==> src/rtl/p_dispatch_gen_pkg.sv <==
// Shared types and constants for the parametrised dispatch stage and its bench.
package p_dispatch_gen_pkg;

  localparam int DEF_DISPATCH_W = 2;
  localparam int DEF_SRC_N      = 2;
  localparam int DEF_CDB_W      = 2;
  localparam int DEF_NUM_IQ     = 4;
  localparam int DEF_PREG_W     = 6;
  localparam int DEF_DATA_W     = 32;

  localparam int IQ_ALU0 = 0;
  localparam int IQ_ALU1 = 1;
  localparam int IQ_MDU  = 2;
  localparam int IQ_LSU  = 3;

  typedef enum logic {
    ST_EMPTY = 1'b0,
    ST_HOLD  = 1'b1
  } disp_state_e;

  typedef struct packed {
    logic [DEF_PREG_W-1:0] preg;
    logic [DEF_DATA_W-1:0] data;
    logic                  rdy;
  } p_dispatch_src_t;

  typedef struct packed {
    logic                  valid;
    logic [DEF_PREG_W-1:0] preg;
    logic [DEF_DATA_W-1:0] data;
  } p_dispatch_cdb_t;

endpackage

==> src/rtl/p_dispatch_gen_wakeup.sv <==
// One source operand compared against every CDB port; the lowest-index matching port
// supplies the data and physical register 0 never matches.
module p_dispatch_wakeup
  import p_dispatch_gen_pkg::*;
#(
  parameter int CDB_W  = DEF_CDB_W,
  parameter int PREG_W = DEF_PREG_W,
  parameter int DATA_W = DEF_DATA_W
) (
  input  logic [PREG_W-1:0]       src_preg,
  input  logic [CDB_W-1:0]        cdb_valid,
  input  logic [CDB_W*PREG_W-1:0] cdb_preg,
  input  logic [CDB_W*DATA_W-1:0] cdb_data,
  output logic                    hit,
  output logic [DATA_W-1:0]       hit_data
);

  // Scanning from the top down lets the lowest matching port overwrite last.
  always_comb begin
    hit      = 1'b0;
    hit_data = '0;
    for (int k = CDB_W - 1; k >= 0; k--) begin
      if (cdb_valid[k] && (src_preg != '0) && (cdb_preg[k*PREG_W +: PREG_W] == src_preg)) begin
        hit      = 1'b1;
        hit_data = cdb_data[k*DATA_W +: DATA_W];
      end
    end
  end

endmodule

==> src/rtl/p_dispatch_gen.sv <==
// Dispatch register steering each lane of a rename bundle to its issue queue.
// Optional P_DISPATCH_GEN_PERF_EN adds saturating stall / partial-dispatch counters.
module p_dispatch_gen
  import p_dispatch_gen_pkg::*;
#(
  parameter int DISPATCH_W = DEF_DISPATCH_W,
  parameter int SRC_N      = DEF_SRC_N,
  parameter int CDB_W      = DEF_CDB_W,
  parameter int NUM_IQ     = DEF_NUM_IQ,
  parameter int PREG_W     = DEF_PREG_W,
  parameter int DATA_W     = DEF_DATA_W
) (
  input  logic                                clk,
  input  logic                                rst,
  input  logic                                flush_i,
  input  logic                                in_valid,
  output logic                                in_ready,
  input  logic [DISPATCH_W-1:0]               in_lane_valid,
  input  logic [DISPATCH_W*NUM_IQ-1:0]        in_iq_sel,
  input  logic [DISPATCH_W*SRC_N*PREG_W-1:0]  in_src_preg,
  input  logic [DISPATCH_W*SRC_N*DATA_W-1:0]  in_src_data,
  input  logic [DISPATCH_W*SRC_N-1:0]         in_src_rdy,
  input  logic [CDB_W-1:0]                    cdb_valid,
  input  logic [CDB_W*PREG_W-1:0]             cdb_preg,
  input  logic [CDB_W*DATA_W-1:0]             cdb_data,
  output logic [NUM_IQ-1:0]                   iq_valid,
  input  logic [NUM_IQ-1:0]                   iq_ready,
  output logic [NUM_IQ*DISPATCH_W-1:0]        iq_lane_mask,
  output logic [DISPATCH_W*SRC_N*DATA_W-1:0]  iq_src_data,
  output logic [DISPATCH_W*SRC_N-1:0]         iq_src_rdy
`ifdef P_DISPATCH_GEN_PERF_EN
  ,
  output logic [31:0]                         perf_stall_cnt,
  output logic [31:0]                         perf_partial_cnt
`endif
);

  localparam int OPN = DISPATCH_W * SRC_N;

  disp_state_e                  state_q, state_d;
  logic [DISPATCH_W-1:0]        pending_q, pending_d;
  logic [DISPATCH_W*NUM_IQ-1:0] sel_q, sel_d;
  logic [OPN*PREG_W-1:0]        preg_q, preg_d;
  logic [OPN*DATA_W-1:0]        data_q, data_d;
  logic [OPN-1:0]               rdy_q, rdy_d;

  logic [OPN-1:0]               held_hit, in_hit;
  logic [OPN*DATA_W-1:0]        held_hit_data, in_hit_data;
  logic                         hold;
  logic [NUM_IQ-1:0]            fire;
  logic [DISPATCH_W-1:0]        fired;
  logic                         drain;
  logic                         accept;

  for (genvar i = 0; i < OPN; i++) begin : g_wake
    p_dispatch_wakeup #(.CDB_W(CDB_W), .PREG_W(PREG_W), .DATA_W(DATA_W)) u_held (
      .src_preg  (preg_q[i*PREG_W +: PREG_W]),
      .cdb_valid (cdb_valid),
      .cdb_preg  (cdb_preg),
      .cdb_data  (cdb_data),
      .hit       (held_hit[i]),
      .hit_data  (held_hit_data[i*DATA_W +: DATA_W])
    );
    p_dispatch_wakeup #(.CDB_W(CDB_W), .PREG_W(PREG_W), .DATA_W(DATA_W)) u_in (
      .src_preg  (in_src_preg[i*PREG_W +: PREG_W]),
      .cdb_valid (cdb_valid),
      .cdb_preg  (cdb_preg),
      .cdb_data  (cdb_data),
      .hit       (in_hit[i]),
      .hit_data  (in_hit_data[i*DATA_W +: DATA_W])
    );
  end

  // Operands seen by the queues include this cycle's CDB hits so a waking enqueue is ready.
  always_comb begin
    hold        = (state_q == ST_HOLD);
    iq_src_rdy  = '0;
    iq_src_data = '0;
    for (int i = 0; i < OPN; i++) begin
      iq_src_rdy[i] = rdy_q[i] | (hold & held_hit[i]);
      iq_src_data[i*DATA_W +: DATA_W] = (!rdy_q[i] && hold && held_hit[i]) ?
          held_hit_data[i*DATA_W +: DATA_W] : data_q[i*DATA_W +: DATA_W];
    end
  end

  always_comb begin
    iq_lane_mask = '0;
    iq_valid     = '0;
    fire         = '0;
    fired        = '0;
    for (int q = 0; q < NUM_IQ; q++) begin
      for (int l = 0; l < DISPATCH_W; l++) begin
        iq_lane_mask[q*DISPATCH_W + l] = pending_q[l] & sel_q[l*NUM_IQ + q];
      end
      iq_valid[q] = hold & (|iq_lane_mask[q*DISPATCH_W +: DISPATCH_W]) & ~flush_i & ~rst;
      fire[q]     = iq_valid[q] & iq_ready[q];
      if (fire[q]) begin
        fired = fired | iq_lane_mask[q*DISPATCH_W +: DISPATCH_W];
      end
    end
    drain    = hold & ((pending_q & ~fired) == '0);
    in_ready = (~hold | drain) & ~flush_i & ~rst;
    accept   = in_valid & in_ready;
  end

  // Flush discards everything; an accept replaces the bundle, else fired lanes retire.
  always_comb begin
    state_d   = state_q;
    pending_d = pending_q & ~fired;
    sel_d     = sel_q;
    preg_d    = preg_q;
    data_d    = iq_src_data;
    rdy_d     = iq_src_rdy;
    if (flush_i) begin
      state_d   = ST_EMPTY;
      pending_d = '0;
      data_d    = data_q;
      rdy_d     = rdy_q;
    end else if (accept) begin
      state_d   = (|in_lane_valid) ? ST_HOLD : ST_EMPTY;
      pending_d = in_lane_valid;
      sel_d     = in_iq_sel;
      preg_d    = in_src_preg;
      for (int i = 0; i < OPN; i++) begin
        rdy_d[i] = in_src_rdy[i] | in_hit[i];
        data_d[i*DATA_W +: DATA_W] = (!in_src_rdy[i] && in_hit[i]) ?
            in_hit_data[i*DATA_W +: DATA_W] : in_src_data[i*DATA_W +: DATA_W];
      end
    end else if (hold && (pending_d == '0)) begin
      state_d = ST_EMPTY;
    end
  end

  always_ff @(posedge clk) begin
    if (rst) begin
      state_q   <= ST_EMPTY;
      pending_q <= '0;
      sel_q     <= '0;
      preg_q    <= '0;
      data_q    <= '0;
      rdy_q     <= '0;
    end else begin
      state_q   <= state_d;
      pending_q <= pending_d;
      sel_q     <= sel_d;
      preg_q    <= preg_d;
      data_q    <= data_d;
      rdy_q     <= rdy_d;
    end
  end

`ifdef P_DISPATCH_GEN_PERF_EN
  logic [31:0] stall_cnt_q, stall_cnt_d;
  logic [31:0] partial_cnt_q, partial_cnt_d;

  always_comb begin
    stall_cnt_d   = stall_cnt_q;
    partial_cnt_d = partial_cnt_q;
    if (hold && (fire == '0) && (stall_cnt_q != '1)) begin
      stall_cnt_d = stall_cnt_q + 32'd1;
    end
    if ((fired != '0) && ((pending_q & ~fired) != '0) && (partial_cnt_q != '1)) begin
      partial_cnt_d = partial_cnt_q + 32'd1;
    end
  end

  always_ff @(posedge clk) begin
    if (rst) begin
      stall_cnt_q   <= '0;
      partial_cnt_q <= '0;
    end else begin
      stall_cnt_q   <= stall_cnt_d;
      partial_cnt_q <= partial_cnt_d;
    end
  end

  assign perf_stall_cnt   = stall_cnt_q;
  assign perf_partial_cnt = partial_cnt_q;
`endif

endmodule
==> config.mk <==
export PLATFORM = sky130hd
export DESIGN_NAME = p_dispatch_gen
export DESIGN_NICKNAME = d
export VERILOG_FILES = /design/src/rtl/p_dispatch_gen_pkg.sv /design/src/rtl/p_dispatch_gen_wakeup.sv /design/src/rtl/p_dispatch_gen.sv
export SDC_FILE = /design/constraint.sdc
export NUM_CORES = 1
export LEC_CHECK = 0
export BUFFER_PORTS_ARGS = -buffer_cell sky130_fd_sc_hd__buf_4
export CAP_MARGIN = 40
export CELL_PAD_IN_SITES_DETAIL_PLACEMENT = 0
export CELL_PAD_IN_SITES_GLOBAL_PLACEMENT = 1
export CORE_MARGIN = 8
export CORE_UTILIZATION = 40
export DETAILED_ROUTE_END_ITERATION = 6
export PLACE_DENSITY_LB_ADDON = 0.1
export SLEW_MARGIN = 20
export SYNTH_ARGS = -nofsm -noshare
export SYNTH_HDL_FRONTEND = slang
export SYNTH_SLANG_ARGS = --single-unit
==> constraint.sdc <==
create_clock -name clk -period 5 [get_ports clk]
set_clock_uncertainty 0.15 [all_clocks]
set_input_delay 1 -clock clk [delete_from_list [all_inputs] [get_ports clk]]
set_output_delay 1 -clock clk [all_outputs]
set_load 0.02 [all_outputs]
-- Yosys cells after proc, flatten, opt, wreduce, memory -nomap -nowiden
Index checks and enable logic that the tools add are counted.
- bits in registers: 167
- bits of input ports: 252
- output and inout port bits: 145
- word-level logic and storage cells: 191
- equality and inequality tests: 16
- muxes and demuxes: 50
- bitwise logic cells: 49
- reduce and logical (&&, ||, !) cells: 70
- operators with widths (cell ; number):
    32-bit two-way mux ; 24
    128-bit two-way mux ; 1
    6-bit == test ; 16
    6-bit nonzero test ; 8
    1-bit logical AND ; 45
    1-bit AND ; 32
    1-bit two-way mux ; 19
    2-bit OR reduction ; 6
    2-bit two-way mux ; 5
    1-bit OR ; 9
    1-bit zero test ; 8
    2-bit OR ; 3
    4-bit two-way mux ; 1
    1-bit NOT ; 3
    2-bit AND ; 1
    2-bit zero test ; 1
    2-bit NOT ; 1
    2-bit AND reduction ; 1
    2-bit nonzero test ; 1

-- Logic depth before layout (Yosys ltp)
Gate-level depths: netlist of the first run.
- depth in word-level cells: 22
- mapped depth: 10
- depth with buffers taken out: 7

-- Modules after synthesis
A second synthesis of the first run with hierarchy kept.
- cells, all modules: 2386
- area total of the unflattened synthesis: 16931.2 um^2
- by module, submodules not included (module ; instances ; cells an instance ; area an instance (um^2) ; seq. area each (um^2)):
    p_dispatch_gen ; 1 ; 1322 ; 9964.6 ; 3343.2
    p_dispatch_wakeup ; 8 ; 133 ; 870.8 ; 0.0

-- Worst setup path before layout of the first run
Ideal clock, no wire load.
- path kind: input to output
- from: input port cdb_preg[3]
- to: output port iq_src_data[90]
- arrival: 2939 ps
- required time: 3850 ps
- path slack: 911 ps
- cell stages on the path: 8
- path buffers: 3
- cell sequence: buf_2 -> xor2_1 -> or4_1 -> buf_2 -> nor2_2 -> buf_2 -> nand2_1 -> a31oi_1
- longest elaborated chain between the ends: 5
- elaborated cells on any way between the ends: 6
- those cells by class: eq/ne (1); mux (3); reduce/logical (2)
- ends and longest elaborated chain (what ; RTL line ; RTL):
    start: declaration ; p_dispatch_gen.sv:24 ; input logic [CDB_W*PREG_W-1:0] cdb_preg,
    6-bit == test * ; p_dispatch_gen_wakeup.sv:23 ; if (cdb_valid[k] && (src_preg != '0) && (cdb_preg[k*PREG_W +: PREG_W] == src_preg)) begin
    1-bit logical AND * ; p_dispatch_gen_wakeup.sv:23 ;
    1-bit two-way mux ; p_dispatch_gen_wakeup.sv:23 ;
    1-bit logical AND ; p_dispatch_gen.sv:81 ; iq_src_data[i*DATA_W +: DATA_W] = (!rdy_q[i] && hold && held_hit[i]) ?
    32-bit two-way mux * ; p_dispatch_gen.sv:81 ;
    end: declaration ; p_dispatch_gen.sv:29 ; output logic [DISPATCH_W*SRC_N*DATA_W-1:0] iq_src_data,
Every way passes the cells marked *; elsewhere a longest branch is shown, timed or not.

-- Worst setup path after layout of the first run
- from: input port cdb_preg[3]
- to: output port iq_src_data[80]
The elaborated chain is that of the path after synthesis.

==> reports/metrics.csv, run 1 <==
stage,metric,value,unit
clock_tree,cts_repair_resize_count,0,
setup_path,timing.setup.critical_path_class,in2out,
cells_and_area,final_cells,2476,
place,place_hpwl,50300,µm
clock_tree,cts.root.buffer_cell,sky130_fd_sc_hd__clkbuf_16,
floorplanning,core-area,32300,µm²
floorplanning,floorplan.die_area,38600,µm²
timing,worst_hold_slack,0.323,ns
clock_tree,post_cts_hold_buffer_count,0,
setup_path,cp.arrival,3.37,ns
clock_tree,cts-buffers-inserted,17,
clock_tree,clock_path_buffers,2,
place,preCtsSetupSlack,0.541,ns
setup_path,startpoint_type,input port,
synth,simple_gate_area_share_of_the_yosys_netlist,15.7,%
routing,drc_errors,2,
synth,ys_seq_elements,167,
routing,met2_wirelength,30600,µm
clock_tree,clk-insertion-delay-late,0.46,ns
global_route,globalRoute.totalOverflow,0,
timing,totalNegativeSetupSlack,0,ns
routing,drt_first_iter_violations,1541,
cells_and_area,finalNetCount,2271,
timing,period_share,90.4,%
timing,worst_slew_margin_rel,42.9,%
global_route,grt_start_max_net_pins,50,
synth,dominant_combinational_cell_family_by_area_after_synthesis,compound AO/OA/AOI/OAI gates,
routing,routed_via_density,6.43,
hold_path,min_path_type,reg2reg,
routing,route.top_layer_used,met4,
timing,rsz0062_at_grt,no,
synth,synthesis.area,13000,µm²
synth,post_synth_fa_ha_maj_area_fraction,0,%
floorplanning,chipHeight,197,µm
synth,synth_fp_nets,1998,
setup_path,cp-startpoint,cdb_preg[3],
synth,warnings_from_yosys,0,
synth,synth_cell_types,65,
run_status,failed_checks,design-rule violations,
synth,most_used_dff_post_synth,sky130_fd_sc_hd__dfxtp_1,
routing,via_count,15921,
routing,ant_nets,0,
floorplanning,starting_density_of_the_core,40.4,%
clock_tree,cts.htree.levels,4,
global_route,antenna_found_initial,1,
clock_tree,clock-sinks,167,
timing,timing_max_transition_violations_final,0,
floorplanning,io_pins,397,
setup_path,r2r-start,hold,
setup_path,ff2ff_setup_slack,1.64,ns
synth,avgSynthCellArea,7.47,µm²
place,placement.io_buffers,396,
synth,post_synth_xor_area_fraction,6.45,%
global_route,grt_pass1_vias,15449,
setup_path,cp-endpoint,iq_src_data[80],
cells_and_area,drive_above_1_share,29.8,%
timing,fmaxAchievable,221,MHz
run_status,outcome,"complete, but fails checks",
timing,post-route-worst-setup-slack,0.480,ns
clock_tree,clk_pin_slew,0.07,ns
floorplanning,placement_rows,66,
synth,synth_compound_gate_area_share,38.8,%
clock_tree,tritoncts,built,
synth,synth_edf_count,0,
pwr,vdd_ir_drop_max,0.000250,V
setup_path,reg2reg_to,rdy_q[1],
cells_and_area,syn2layout_area_growth,29.4,%
synth,synthesis.instances,1746,
pwr,powerDensity,229,nW/µm²
clock_tree,cts_setup_buffers,0,
synth,yosys-mux-area-fraction,5.70,%
setup_path,worst_r2r_path_depth,9,
place,routabilityCongestion,0.926,
routing,routed-wl-met3,7770,µm
flow_run,cap_viol_max_count,0,
routing,dr.pass1.iters,7,
place,numPlacedInstances,2442,
global_route,grt_total_usage,34.6,%
setup_path,critical_path_required_time,3.85,ns
floorplanning,chipWidth,197,µm
timing,slew_of_the_pin_with_the_lowest_slew_margin,0.855,ns
synth,async_flop_share,0,%
routing,routed_wirelength,69800,µm
setup_path,critical_path.max_fanout,11,
timing,timing_hold_violations_final,0,
global_route,grt_pass1_wl,102000,µm
timing,final_period_minus_worst_setup_slack,4.52,ns
pwr,cellLeakagePower,0.00684,µW
routing,drt-wirelength-per-cell,28.2,µm
timing,setup_viol,0,
synth,synth-seq-area-share,25.6,%
routing,routedLengthMet1,27500,µm
setup_path,cp-end-kind,output port,
[how the worst min path moves through the flow]
stage	from	end	slack, ns	depth (start not counted)
2_1_floorplan	data_q[31]	data_q[31]	0.29	2
3_3_place_gp	data_q[21]	data_q[21]	0.30	2
3_5_place_dp	data_q[26]	data_q[26]	0.31	2
4_1_cts	sel_q[7]	sel_q[7]	0.33	2
5_1_grt	data_q[18]	data_q[18]	0.35	2
6_report	sel_q[7]	sel_q[7]	0.32	2
[synth_stat cells, types with 18 or more instances]
master | number | share of area [%]
sky130_fd_sc_hd__dfxtp_1 | 167 | 26
sky130_fd_sc_hd__nor2_1 | 156 | 4.5
sky130_fd_sc_hd__nand2_1 | 146 | 4.2
sky130_fd_sc_hd__o21ai_0 | 135 | 5.2
sky130_fd_sc_hd__a21oi_1 | 131 | 5.0
sky130_fd_sc_hd__clkbuf_1 | 130 | 3.7
sky130_fd_sc_hd__a31oi_1 | 82 | 3.9
sky130_fd_sc_hd__o22ai_1 | 80 | 3.8
sky130_fd_sc_hd__xnor2_1 | 73 | 4.9
sky130_fd_sc_hd__mux2_2 | 58 | 5.0
sky130_fd_sc_hd__a221o_1 | 56 | 4.3
sky130_fd_sc_hd__buf_2 | 45 | 1.7
sky130_fd_sc_hd__inv_1 | 40 | 1.2
sky130_fd_sc_hd__o221ai_1 | 38 | 2.6
sky130_fd_sc_hd__nor3_1 | 31 | 1.2
sky130_fd_sc_hd__o21a_1 | 28 | 1.6
sky130_fd_sc_hd__or3_1 | 27 | 1.3
sky130_fd_sc_hd__o211a_1 | 25 | 1.9
sky130_fd_sc_hd__a2bb2oi_1 | 24 | 1.6
sky130_fd_sc_hd__xor2_1 | 23 | 1.5
sky130_fd_sc_hd__a22oi_1 | 22 | 1.3
sky130_fd_sc_hd__o221a_2 | 20 | 1.7
sky130_fd_sc_hd__o22a_1 | 18 | 1.2
[final cells by class]
class                           instances  area (µm²)
Sequential cell                       167        3340
Antenna cell                            2        5.00
Tap cell                              442         553
Timing Repair Buffer                  452        3480
Clock inverter                         15         155
Multi-Input combinational cell       1337        8740
Inverter                               44         165
Fill cell                            3229       15400
Clock buffer                           17         425
[cells by family (layout without fill, tap and decap cells)]
logic type      after synthesis  after routing
flops                       167            167
other cells                   0              2
simple gates                447            447
mux                          67             67
xor+xnor                     96             96
buf+inv                     242            528
compound gates              727            727
[per-layer routing]
| layer | global-route usage [%] | vias up |
|---|---|---|
| li1 | - | 7121 |
| met1 | 43.9 | 7556 |
| met2 | 52.5 | 1063 |
| met3 | 8.99 | 181 |
| met4 | 19.7 | 0 |
| met5 | 0 | - |
[power by group]
group / total [µW] / internal (µW) / switching, µW
combinational: 1020 / 421 / 597
clock: 1400 / 709 / 688
sequential: 1450 / 1400 / 47.2
total: 3860 / 2530 / 1330
[layout by cell type, fill, tap and decap left out, types with 40 or more instances in the layout]
cell and count:
sky130_fd_sc_hd__buf_4 444, sky130_fd_sc_hd__dfxtp_1 167, sky130_fd_sc_hd__nor2_1 152, sky130_fd_sc_hd__mux2_2 58, sky130_fd_sc_hd__o21ai_0 135, sky130_fd_sc_hd__a21oi_1 129, sky130_fd_sc_hd__o22ai_1 80, sky130_fd_sc_hd__a31oi_1 82
sky130_fd_sc_hd__inv_1 40, sky130_fd_sc_hd__a221o_1 56, sky130_fd_sc_hd__nand2_1 146, sky130_fd_sc_hd__xnor2_1 73
[stage by stage]
stage | instance area, µm² | power (µW) | utilization (%)
CTS | 16900 | 3860 | 52.2
detailed placement | 16300 | 2480 | 50.4
finish | 16900 | 3860 | 52.3
floorplan | 13000 | 1970 | -
global route | 16900 | 3990 | 52.3
global placement | 16300 | 2470 | 50.4
[worst max-delay path, stage by stage]
cell and delay, ns:
sky130_fd_sc_hd__buf_4 0.17, sky130_fd_sc_hd__xor2_1 0.15, sky130_fd_sc_hd__or4_1 0.62, sky130_fd_sc_hd__nor2_2 0.58
sky130_fd_sc_hd__buf_4 0.28, sky130_fd_sc_hd__nand2_1 0.06, sky130_fd_sc_hd__a31oi_1 0.29, sky130_fd_sc_hd__buf_4 0.21
[sequential cells by signal, summed over array words and instances, names as in the netlist]
signal     count
pending_q      2
sel_q          8
preg_q        24
rdy_q          4
hold           1
data_q       128
Power figures use the tool's default switching activity.
==> inputs of run 2 (changes only) <==
BUFFER_PORTS_ARGS = -buffer_cell sky130_fd_sc_hd__buf_2   (was -buffer_cell sky130_fd_sc_hd__buf_4)
==> reports/metrics.csv, run 2 (synthesis gave the netlist of run 1 again) <==
stage,metric,value,unit,change
run_status,outcome,completed,,
floorplanning,io_pins,397,,unchanged
cells_and_area,regMostFlops,data_q,,
global_route,grt_total_usage,34.5,%,-0.082 points
setup_path,startpoint_type,input port,,
setup_path,cp_max_stage_cell,sky130_fd_sc_hd__or4_1,,
setup_path,critical_path_required_time,3.85,ns,about the same
cells_and_area,finalNetCount,2267,,-0.18%
timing,final_period_minus_worst_setup_slack,4.48,ns,-0.0421 ns
cells_and_area,top_regs,"data_q x128, preg_q x24, sel_q x8",,
setup_path,worst_path_dominant_cell_family,simple AND/OR/NAND/NOR gates,,
clock_tree,cts-buffers-inserted,17,,unchanged
clock_tree,clk-insertion-delay-late,0.46,ns,about the same
clock_tree,post_cts_hold_buffer_count,0,,unchanged
cells_and_area,layout_commonest_cell,sky130_fd_sc_hd__buf_2,,
setup_path,critical_path_buf_inv_count,3,,unchanged
timing,timing_hold_violations_final,0,,unchanged
cells_and_area,drive_above_1_share,29.7,%,-0.14 points
floorplanning,core-area,32300,µm²,unchanged
flow_run,cap_viol_max_count,0,,unchanged
floorplanning,chipHeight,197,µm,unchanged
routing,route.top_layer_used,met5,,
routing,dr.pass1.iters,6,,-1
place,numPlacedInstances,2438,,-0.16%
clock_tree,cts.root.buffer_cell,sky130_fd_sc_hd__clkbuf_16,,
clock_tree,cts.htree.levels,4,,unchanged
setup_path,path_common_cell,sky130_fd_sc_hd__buf_2,,
setup_path,timing.setup.critical_path_class,in2out,,
timing,worst_slew_margin_rel,44.3,%,+1.4 points
clock_tree,clock-sinks,167,,unchanged
routing,drt-wirelength-per-cell,28.2,µm,about the same
routing,met2_wirelength,30900,µm,+1.1%
place,placement.io_buffers,396,,unchanged
pwr,vdd_ir_drop_max,0.000253,V,+0.95%
routing,drt_first_iter_violations,1745,,+13%
place,routabilityCongestion,0.957,,+3.3%
routing,routed_wirelength,69700,µm,-0.19%
clock_tree,clk_pin_slew,0.07,ns,about the same
floorplanning,starting_density_of_the_core,40.4,%,unchanged
setup_path,worst_r2r_path_depth,7,,-2
setup_path,cp-end-kind,output port,,
routing,ant_nets,0,,unchanged
routing,routedLengthMet1,27700,µm,+0.75%
floorplanning,floorplan.die_area,38600,µm²,unchanged
timing,setup_viol,0,,unchanged
setup_path,cp.arrival,3.33,ns,-0.04 ns
clock_tree,cts_repair_resize_count,0,,unchanged
routing,routed-wl-met3,7430,µm,-4.3%
timing,timing_max_transition_violations_final,0,,unchanged
cells_and_area,final_cell_mix,"396 x sky130_fd_sc_hd__buf_2, 167 x sky130_fd_sc_hd__dfxtp_1, 152 x sky130_fd_sc_hd__nor2_1",,
hold_path,hold-path-cell-count,2,,unchanged
timing,period_share,89.6,%,-0.84 points
timing,slew_of_the_pin_with_the_lowest_slew_margin,0.830,ns,-0.0252 ns
hold_path,min_path_type,reg2reg,,
clock_tree,tritoncts,built,,
routing,via_count,16075,,+0.97%
timing,fmaxAchievable,223,MHz,+0.94%
place,place_hpwl,49700,µm,-1.1%
routing,drc_errors,0,,-2
setup_path,critical_path.max_fanout,31,,+20
timing,rsz0062_at_grt,no,,
cells_and_area,largest_register_ffs,128,,unchanged
cells_and_area,final_cells,2472,,-0.16%
timing,totalNegativeSetupSlack,0,ns,unchanged
global_route,grt_pass1_wl,102000,µm,about the same
global_route,globalRoute.totalOverflow,0,,unchanged
setup_path,critical-path-max-stage-delay,0.61,ns,about the same
floorplanning,placement_rows,66,,unchanged
setup_path,crit_cells,9,,+1
routing,routed_via_density,6.50,,+1.1%
clock_tree,clock_path_buffers,2,,unchanged
global_route,grt_pass1_vias,15400,,-0.32%
floorplanning,chipWidth,197,µm,unchanged
clock_tree,cts_setup_buffers,0,,unchanged
global_route,grt_start_max_net_pins,75,,+50%
global_route,antenna_found_initial,8,,+7
setup_path,path_cells,buf_2 > xnor2_1 > nand4_1 > or4_1 > a21boi_2 > buf_12 > nor2_1 > a31oi_1 > buf_2,,
pwr,powerDensity,237,nW/µm²,+3.7%
cells_and_area,syn2layout_area_growth,21.7,%,
pwr,cellLeakagePower,0.00658,µW,-3.8%
pwr,fin_total_pwr,3770,µW,-2.5%
-- run 2: cell types whose count changed in the layout (fill, tap and decap cells not counted) --
| cell | change |
|---|---|
| sky130_fd_sc_hd__buf_2 | +396 |
| sky130_fd_sc_hd__clkinv_2 | -1 |
| sky130_fd_sc_hd__clkinvlp_4 | +1 |
| sky130_fd_sc_hd__buf_6 | -1 |
| sky130_fd_sc_hd__buf_4 | -400 |
| sky130_fd_sc_hd__buf_12 | +1 |
-- run 2: area by class of cell --
cell class,count,area [µm²]
fillers,3313,16400
repair buffers,448,2470
flip-flops and latches,167,3340
multi-input cells,1337,8740
diodes,2,5.00
inverters,44,165
clock inverters,15,158
clock buffers,17,425
well taps,442,553
-- run 2: path summary, 6_finish.rpt --
path | startpoint | end | slack (ns)
worst max-delay path | cdb_preg[9] | iq_src_data[94] | 0.52
worst min-delay path | sel_q[3] | sel_q[3] | 0.32
worst max register to register | hold | data_q[15] | 1.77
worst min register to register | sel_q[3] | sel_q[3] | 0.32
-- run 2: worst reg2reg max path: cells and delay by family, from the launching register on --
family	cells	cell delay, ns
AND/OR/NAND/NOR	2	1.09
AO/OA/AOI/OAI	4	1.00
flip-flops	1	0.60
buffers and inverters	1	0.32
-- run 2: metal layers --
metal	track usage, %	vias to the layer above
met5	0	-
met4	18.1	10
met3	8.14	186
met2	52.6	1080
met1	44.7	7686
li1	-	7113
-- run 2: stage by stage --
step | hold WS [ns] | setup WS [ns] | util (%) | cell area (µm²)
2_1_floorplan | 0.293 | 0.911 | - | 13000
3_3_place_gp | 0.304 | 0.607 | 47.3 | 15300
3_5_place_dp | 0.307 | 0.576 | 47.3 | 15300
4_1_cts | 0.321 | 0.578 | 49.1 | 15900
5_1_grt | 0.338 | 0.354 | 49.1 | 15900
6_report | 0.318 | 0.522 | 49.1 | 15900
-- run 2: power by group --
group / internal, µW / leakage [µW] / switching (µW)
registers: 1400 / 0.00137 / 47.7
clock network: 709 / 0.000282 / 686
logic: 326 / 0.00493 / 594
total: 2440 / 0.00658 / 1330
